`src/rtl/gen_rr_arb_pkg.sv`:
```
`default_nettype none
// ============================================================================
// gen_rr_arb_pkg : shared types and helpers for the round-robin arbiter
// Rev 1.0
// ============================================================================
package gen_rr_arb_pkg;

   localparam int MAX_REQ = 32;

   typedef enum logic [0:0] {
      IDLE  = 1'b0,
      GRANT = 1'b1
   } state_t;

   function automatic int idx_w(input int n);
      return (n < 2) ? 1 : $clog2(n);
   endfunction

   // Lowest cyclic distance from 'start' wins; -1 when no candidate is set.
   function automatic int rr_first(input logic [MAX_REQ-1:0] cand,
                                   input int start, input int n);
      int k;
      rr_first = -1;
      for (int i = MAX_REQ - 1; i >= 0; i--) begin
         if (i < n) begin
            k = start + i;
            if (k >= n) k = k - n;
            if (cand[k[4:0]]) rr_first = k;
         end
      end
   endfunction

endpackage
`default_nettype wire

```
`src/rtl/gen_rr_arb_pick.sv`:
```
`default_nettype none
// ============================================================================
// gen_rr_arb_pick : combinational cyclic first-one finder (req, ptr, excl)
// Rev 1.0
// ============================================================================
module gen_rr_arb_pick
   import gen_rr_arb_pkg::*;
#(
   parameter int N_REQ = 4,
   parameter int IW    = idx_w(N_REQ)
) (
   input  logic [N_REQ-1:0] req,
   input  logic [IW-1:0]    ptr,
   input  logic [N_REQ-1:0] excl,
   output logic [N_REQ-1:0] onehot,
   output logic [IW-1:0]    idx,
   output logic             found
);

   logic [MAX_REQ-1:0] w_cand;
   int                 w_pos;

   always_comb begin
      w_cand              = '0;
      w_cand[N_REQ-1:0]   = req & ~excl;
      w_pos               = rr_first(w_cand, {{(32-IW){1'b0}}, ptr}, N_REQ);
      found               = (w_pos >= 0);
      onehot              = '0;
      idx                 = '0;
      if (w_pos >= 0) begin
         idx         = w_pos[IW-1:0];
         onehot[idx] = 1'b1;
      end
   end

endmodule
`default_nettype wire

```
`src/rtl/gen_rr_arb.sv`:
```
`default_nettype none
// ============================================================================
// gen_rr_arb : round-robin arbiter with per-grant quantum; optional lock
//              port enabled by GEN_RR_ARB_LOCK_EN.   Rev 1.0
// ============================================================================
module gen_rr_arb
   import gen_rr_arb_pkg::*;
#(
   parameter int N_REQ = 4,
   parameter int QNT_W = 4
) (
   input  logic                      clk,
   input  logic                      rst,
   input  logic [N_REQ-1:0]          req,
   input  logic [QNT_W-1:0]          qnt_lim,
`ifdef GEN_RR_ARB_LOCK_EN
   input  logic [N_REQ-1:0]          lock,
`endif
   output logic [N_REQ-1:0]          gnt,
   output logic                      gnt_vld,
   output logic [idx_w(N_REQ)-1:0]   gnt_idx,
   output logic [QNT_W-1:0]          qnt_cnt
);

   localparam int IW = idx_w(N_REQ);

   state_t             r_state, w_nxt_state;
   logic [N_REQ-1:0]   r_gnt, w_nxt_gnt;
   logic [IW-1:0]      r_idx, w_nxt_idx;
   logic [IW-1:0]      r_ptr, w_nxt_ptr;
   logic [QNT_W-1:0]   r_cnt, w_nxt_cnt;
   logic [QNT_W-1:0]   r_lim, w_nxt_lim;

   logic               w_hold;
   logic               w_drop;
   logic               w_at_lim;
   logic               w_release;
   logic [IW-1:0]      w_ptr_inc;
   logic [IW-1:0]      w_pick_ptr;
   logic [N_REQ-1:0]   w_pick_excl;
   logic [N_REQ-1:0]   w_onehot;
   logic [IW-1:0]      w_pidx;
   logic               w_found;

`ifdef GEN_RR_ARB_LOCK_EN
   assign w_hold = lock[r_idx];
`else
   assign w_hold = 1'b0;
`endif

   assign w_drop      = ~req[r_idx];
   assign w_at_lim    = (r_cnt == r_lim);
   assign w_release   = w_drop | (w_at_lim & ~w_hold);
   assign w_ptr_inc   = (r_idx == IW'(N_REQ - 1)) ? '0 : r_idx + IW'(1);

   // In GRANT the search restarts just past the owner; the owner is masked only when it dropped.
   assign w_pick_ptr  = (r_state == GRANT) ? w_ptr_inc : r_ptr;
   assign w_pick_excl = ((r_state == GRANT) && w_drop) ? r_gnt : '0;

   gen_rr_arb_pick #(
      .N_REQ (N_REQ),
      .IW    (IW)
   ) u_pick (
      .req    (req),
      .ptr    (w_pick_ptr),
      .excl   (w_pick_excl),
      .onehot (w_onehot),
      .idx    (w_pidx),
      .found  (w_found)
   );

   always_comb begin
      w_nxt_state = r_state;
      w_nxt_gnt   = r_gnt;
      w_nxt_idx   = r_idx;
      w_nxt_ptr   = r_ptr;
      w_nxt_cnt   = r_cnt;
      w_nxt_lim   = r_lim;
      case (r_state)
         IDLE: begin
            if (w_found) begin
               w_nxt_state = GRANT;
               w_nxt_gnt   = w_onehot;
               w_nxt_idx   = w_pidx;
               w_nxt_cnt   = '0;
               w_nxt_lim   = qnt_lim;
            end
         end
         GRANT: begin
            if (w_release) begin
               w_nxt_ptr = w_ptr_inc;
               if (w_found) begin
                  w_nxt_gnt = w_onehot;
                  w_nxt_idx = w_pidx;
                  w_nxt_cnt = '0;
                  w_nxt_lim = qnt_lim;
               end else begin
                  w_nxt_state = IDLE;
                  w_nxt_gnt   = '0;
                  w_nxt_cnt   = '0;
               end
            end else if (!w_at_lim) begin
               w_nxt_cnt = r_cnt + QNT_W'(1);
            end
         end
         default: begin
            w_nxt_state = IDLE;
            w_nxt_gnt   = '0;
         end
      endcase
   end

   always_ff @(posedge clk or posedge rst) begin
      if (rst) begin
         r_state <= IDLE;
         r_gnt   <= '0;
         r_idx   <= '0;
         r_ptr   <= '0;
         r_cnt   <= '0;
         r_lim   <= '0;
      end else begin
         r_state <= w_nxt_state;
         r_gnt   <= w_nxt_gnt;
         r_idx   <= w_nxt_idx;
         r_ptr   <= w_nxt_ptr;
         r_cnt   <= w_nxt_cnt;
         r_lim   <= w_nxt_lim;
      end
   end

   assign gnt     = r_gnt;
   assign gnt_vld = |r_gnt;
   assign gnt_idx = r_idx;
   assign qnt_cnt = r_cnt;

endmodule
`default_nettype wire

```
`config.mk`:
```
export PLATFORM = sky130hd
export DESIGN_NAME = gen_rr_arb
export DESIGN_NICKNAME = d
export VERILOG_FILES = /design/src/rtl/gen_rr_arb_pkg.sv /design/src/rtl/gen_rr_arb_pick.sv /design/src/rtl/gen_rr_arb.sv
export SDC_FILE = /design/constraint.sdc
export NUM_CORES = 1
export LEC_CHECK = 0
export CAP_MARGIN = 20
export CORE_ASPECT_RATIO = 0.7
export CORE_MARGIN = 2
export CORE_UTILIZATION = 58
export DETAILED_ROUTE_END_ITERATION = 7
export PLACE_DENSITY = 0.85
export SYNTH_ARGS = -nofsm -noshare
export SYNTH_HDL_FRONTEND = slang
export SYNTH_SLANG_ARGS = --single-unit
export TNS_END_PERCENT = 50
```
`constraint.sdc`:
```
create_clock -name clk -period 6.2 [get_ports clk]
set_input_delay 1.24 -clock clk [delete_from_list [all_inputs] [get_ports clk]]
set_output_delay 1.24 -clock clk [all_outputs]
set_load 0.05 [all_outputs]
```
======== After elaboration in Yosys (flattened, before gate mapping) ========
Index checks and enable logic that the tools add are counted.
operators by class
  bitwise logic cells ..................... 5
  add/subtract/negate cells ............... 9
  reductions and logical operators ........ 6
  mux-type cells .......................... 40
  magnitude comparators ................... 12
  equality and inequality tests ........... 5
operators with widths
  kind                     count
  $mux W32                 8
  $ge A32 B4 Y1 const B    3
  $sub A32 B4 Y32 const B  3
  $mux W4                  9
  $ge A32 B1 Y1 const B    1
  $lt A5 B6 Y1 const B     4
  $pmux W4 S2              3
  $bmux W1 S5              4
  $mux W1                  8
  $mux W2                  4
  $add A2 B2 Y3 const B    2
  $lt A2 B3 Y1 const B     2
  $reduce_and A2 Y1        3
  $add A4 B1 Y4 const B    1
  $and A4 B4 Y4            1
  $eq A4 B4 Y1             1
  $ne A2 B1 Y1 const B     2
  $not A4 Y4               1
  $pmux W2 S2              1
  $reduce_or A4 Y1         1
  $sub A2 B3 Y4 const B    1
  $add A2 B1 Y3 const B    1
  $ge A2 B3 Y1 const B     1
  $ne A3 B2 Y1 const B     1
  9 further kinds          11
storage, ports and cells
  logic and storage cells ................. 83
  output and inout port bits .............. 11
  flip-flop bits (word level) ............. 17

======== Longest topological paths before layout ========
  word-level depth ........................ 20
  depth in mapped cells ................... 12

======== By module ========
From an unflattened synthesis, not the netlist that was laid out.
second synthesis, totals
  cell total of the unflattened synthesis .. 118
  area, all modules ....................... 1,244.9 um2
modules (own cells, without submodules)
  module           area each (um2)  cells an instance  sequential area each (um2)  instances
  gen_rr_arb       853.3            70                 425.4                       1
  gen_rr_arb_pick  391.6            48                 0.0                         1

======== Worst setup path before layout ========
No wires, ideal clock.
  path kind ............................... flip-flop to flip-flop
  start ................................... register r_idx[0] (netlist: gnt_idx[0])
  end ..................................... register r_gnt[3] (netlist: gnt[3])
  slack ................................... 3,012 ps
  arrival ................................. 3,093 ps
  library setup time ...................... 95 ps
  required time ........................... 6,105 ps
  cell stages (with the launch flop) ...... 11
  cell sequence ........................... dfrtp_1 > ha_1 > mux2i_1 > clkbuf_1 > inv_1 > ha_1 > nand2b_1 > o311a_1 > a221o_1 > a211o_1 > o31ai_1
RTL lines
  item                                                                   RTL line              source
  from (decl)                                                            gen_rr_arb.sv:29      logic [IW-1:0] r_idx, w_nxt_idx;
  from (signal assigned)                                                 gen_rr_arb.sv:124     r_idx <= w_nxt_idx;
  $add A2 B1 Y2 or $eq A2 B2 Y1 (tied branches)                          gen_rr_arb.sv:54      assign w_ptr_inc = (r_idx == IW'(N_REQ - 1)) ? '0 : r_idx + IW'(1);
  $mux W2 *                                                              gen_rr_arb.sv:54
  net w_ptr_inc[1]                                                       gen_rr_arb.sv:38      logic [IW-1:0] w_ptr_inc;
  $mux W2 *                                                              gen_rr_arb.sv:57      assign w_pick_ptr = (r_state == GRANT) ? w_ptr_inc : r_ptr;
  $add A2 B2 Y3                                                          gen_rr_arb_pkg.sv:26  k = start + i;
  $sub A32 B4 Y32 or $ge A32 B4 Y1 (tied branches)                       gen_rr_arb_pkg.sv:27  if (k >= n) k = k - n;
  $mux W32                                                               gen_rr_arb_pkg.sv:27
  $bmux W1 S5                                                            gen_rr_arb_pkg.sv:28  if (cand[k[4:0]]) rr_first = k;
  $mux W1 (implied by the code)                                          gen_rr_arb_pkg.sv:28
  $mux W32 (3 in a row)                                                  gen_rr_arb_pkg.sv:28
  $mux W32 *                                                             gen_rr_arb_pkg.sv:28
  parallel branches: the longest is 7 deep, another holds $ge A32 B1 Y1  -
  to (signal assigned)                                                   gen_rr_arb.sv:123     r_gnt <= w_nxt_gnt;
  to (decl)                                                              gen_rr_arb.sv:28      logic [N_REQ-1:0] r_gnt, w_nxt_gnt;
Mark *: on every way through the listed nets, which the timed path passes. The select of a mux whose other input is x is not followed.
A chain may end at the register's enable or synchronous reset.

======== Worst setup path in the final report ========
  start ................................... register r_idx[1] (netlist: gnt_idx[1])
  end ..................................... register r_gnt[2] (netlist: gnt[2])
Same word-level chain as after synthesis.

==> flow_summary.toml <==
[critical_path]
slowest_delay_ps = 740
r2r_cells = 9
cp.required_ps = 6400
crit_slowest_cell = "mux2i_1"
worst_setup_path_start_kind = "register"
crit_chain = "ha_1 > mux2i_1 > inv_1 > ha_1 > nand2b_1 > o311a_1 > a221o_1 > a211o_1 > o31ai_1"
critPathKind = "register to register"
cp.depth = 9
r2r-end = "gnt[2]"
end_kind = "register"
crit_family = "compound AO/OA/AOI/OAI gates"
r2r-start = "gnt_idx[1]"
worst_path_most_repeated_cell = "ha_1"
cp_max_fo = 14
startpoint = "gnt_idx[1]"
worst-path-buf-inv = 1
rrSetupSlack_ps = 2620
crit_arrival_ps = 3770

[clock_tree]
postCtsSetupBuffers = 0
ctsHoldBuffers = 0
htree_levels = 1
cts_buffers = 3
cts.sinks = 17
cts-root-buf = "clkbuf_4"
insertion_delay_ps = 300
path_clk_slew_ps = 100
cts.repair.resized = 0
clock_path_buffers = 2
cts_tree = "yes"

[yosys]
synth_top_area_frac = 0.306
ys_top_cells_by_count = "17 x dfrtp_1, 10 x o21ai_0, 9 x nand2_1, 8 x nand3_1"
synth_area_per_cell_um2 = 9.93
ys_seq_area_frac = 0.306
yosys.area.top_type = "dfrtp_1"
synth_area_leaders = "dfrtp_1 31%, mux2_4 6.5%, ha_1 4.5%"
ys_ff_latch = 17
synthFlopType = "dfrtp_1"
synth.cell_area_mm2 = 0.00139
yosysWarnings = 0
yosysMostFrequentCell = "dfrtp_1"
synthCells = 140
async_reset_ff_frac = 1.00
synth_nets = 155
synth_cell_types = 51
synth-edff-count = 0

[sta]
maxSlewHeadroom = 0.363
period_share = 0.577
worst_pin_slew_ps = 929
hold_viol = 0
fmax_mhz = 279
report.final.setup_viol = 0
grt_setup_unrepaired = "no"
fin_tns_setup_ps = 0
finClkSkew_ps = 3.40
layout_min_cycle_time_ps = 3580
drv_slew = 0
layout_setup_ws_ps = 2620

[layout]
num-nets-final = 176
syn2layout_area_growth_pct = 18.0
antenna_cells = 0
drive_gt1_frac = 0.144

[grt]
track_usage = 0.278
grt_max_degree = 18
grt_pass1_vias = 1177
grt_pass1_wl_um = 5820
antenna_found_initial = 0
grt_overflow = 0

[min_path]
hp-class = "register to register"
min-delay-start = "r_ptr[0]"
holdPathEnd = "r_ptr[0]"
hold_depth = 2

[route]
num_vias = 1257
wire_per_inst_um = 18.5
ant_nets = 0
drt_wl_total_um = 3560
via_per_inst = 6.55
firstDrtPassIters = 5
drc = 0
first_iter_violations = 142

[floorplan]
start_util = 0.630
ios = 21
rows = 14
die_h_um = 45.0
die_w_um = 62.5
die_area_mm2 = 0.00281
core_mm2 = 0.00221

[placed_design]
dp_hpwl_um = 2670
gp_congestion = 0.875
pre_cts_slack_ps = 2410
port_buffers = 20

[run_status]
status = "finished, final reports clean"

[flow_run]
cap_violations = 0
==> stage by stage <==
stage / hold WS (ps) / util / instance area (µm²) / cells
finish: 529 / 0.743 / 1640 / 192
global route: 551 / 0.743 / 1640 / 192
CTS: 524 / 0.743 / 1640 / 192
detailed placement: 497 / 0.731 / 1610 / 188
global placement: 488 / 0.731 / 1610 / 188
floorplan: 463 / - / 1390 / 140
==> cell type report <==
cell class,count,area (µm²)
tap,32,40.0
fill,159,567
timing repair buffer,20,200
multi-input combinational,114,925
sequential,17,425
clock buffer,4,26.3
inverter,5,23.8
==> logic make-up after synthesis <==
group,synth area share
and+or+nand+nor,0.192
buffers and inverters,0.0288
xor gates and xnor gates,0.0252
muxes,0.126
DFF,0.306
adders and majority gates,0.0450
AOI/OAI and AO/OA,0.277
==> routing by layer <==
metal,global-route usage,share of wire,up-vias
li1,-,-,581
met1,0.378,0.44,610
met2,0.437,0.46,62
met3,0.0698,0.094,4
met4,0.111,0.0096,0
met5,0,0,-
==> worst register-to-register path, delay by kind of cell (launching register included) <==
kind	cells	cell delay (ps)
fa+ha+maj	2	560
simple gates	1	160
compound gates	4	1310
mux	1	740
buf+inv	1	110
flops	1	600
==> cells in the final DEF, fill, tap and decap left out, types with 3 or more instances in the layout <==
master and instances:
xnor2_1 4, mux2i_1 6, nand2_1 9, nor2_1 5, clkdlybuf4s50_1 20, nand3_1 8, nand2b_1 3, inv_1 4
clkbuf_4 3, a21o_1 4, nand3b_1 4, dfrtp_1 17, o31ai_1 6, mux2_4 6, ha_1 5, a21oi_1 5
o21ai_0 10
==> how the worst max path moves through the flow <==
stage	end	slack (ps)
after floorplan	gnt[3]	3010
after global placement	r_lim[3]	2470
after detailed placement	r_lim[3]	2410
after CTS	gnt[2]	2690
after global routing	gnt[2]	2390
final	gnt[2]	2620
==> sequential cells by signal, indices dropped and copies added (netlist names) <==
name,flops
r_state,1
gnt,4
gnt_idx,2
r_lim,4
qnt_cnt,4
r_ptr,2
Power is left out: the tool's default activity adds up to more than one toggle a clock period on the data nets, which glitch-free logic cannot reach.
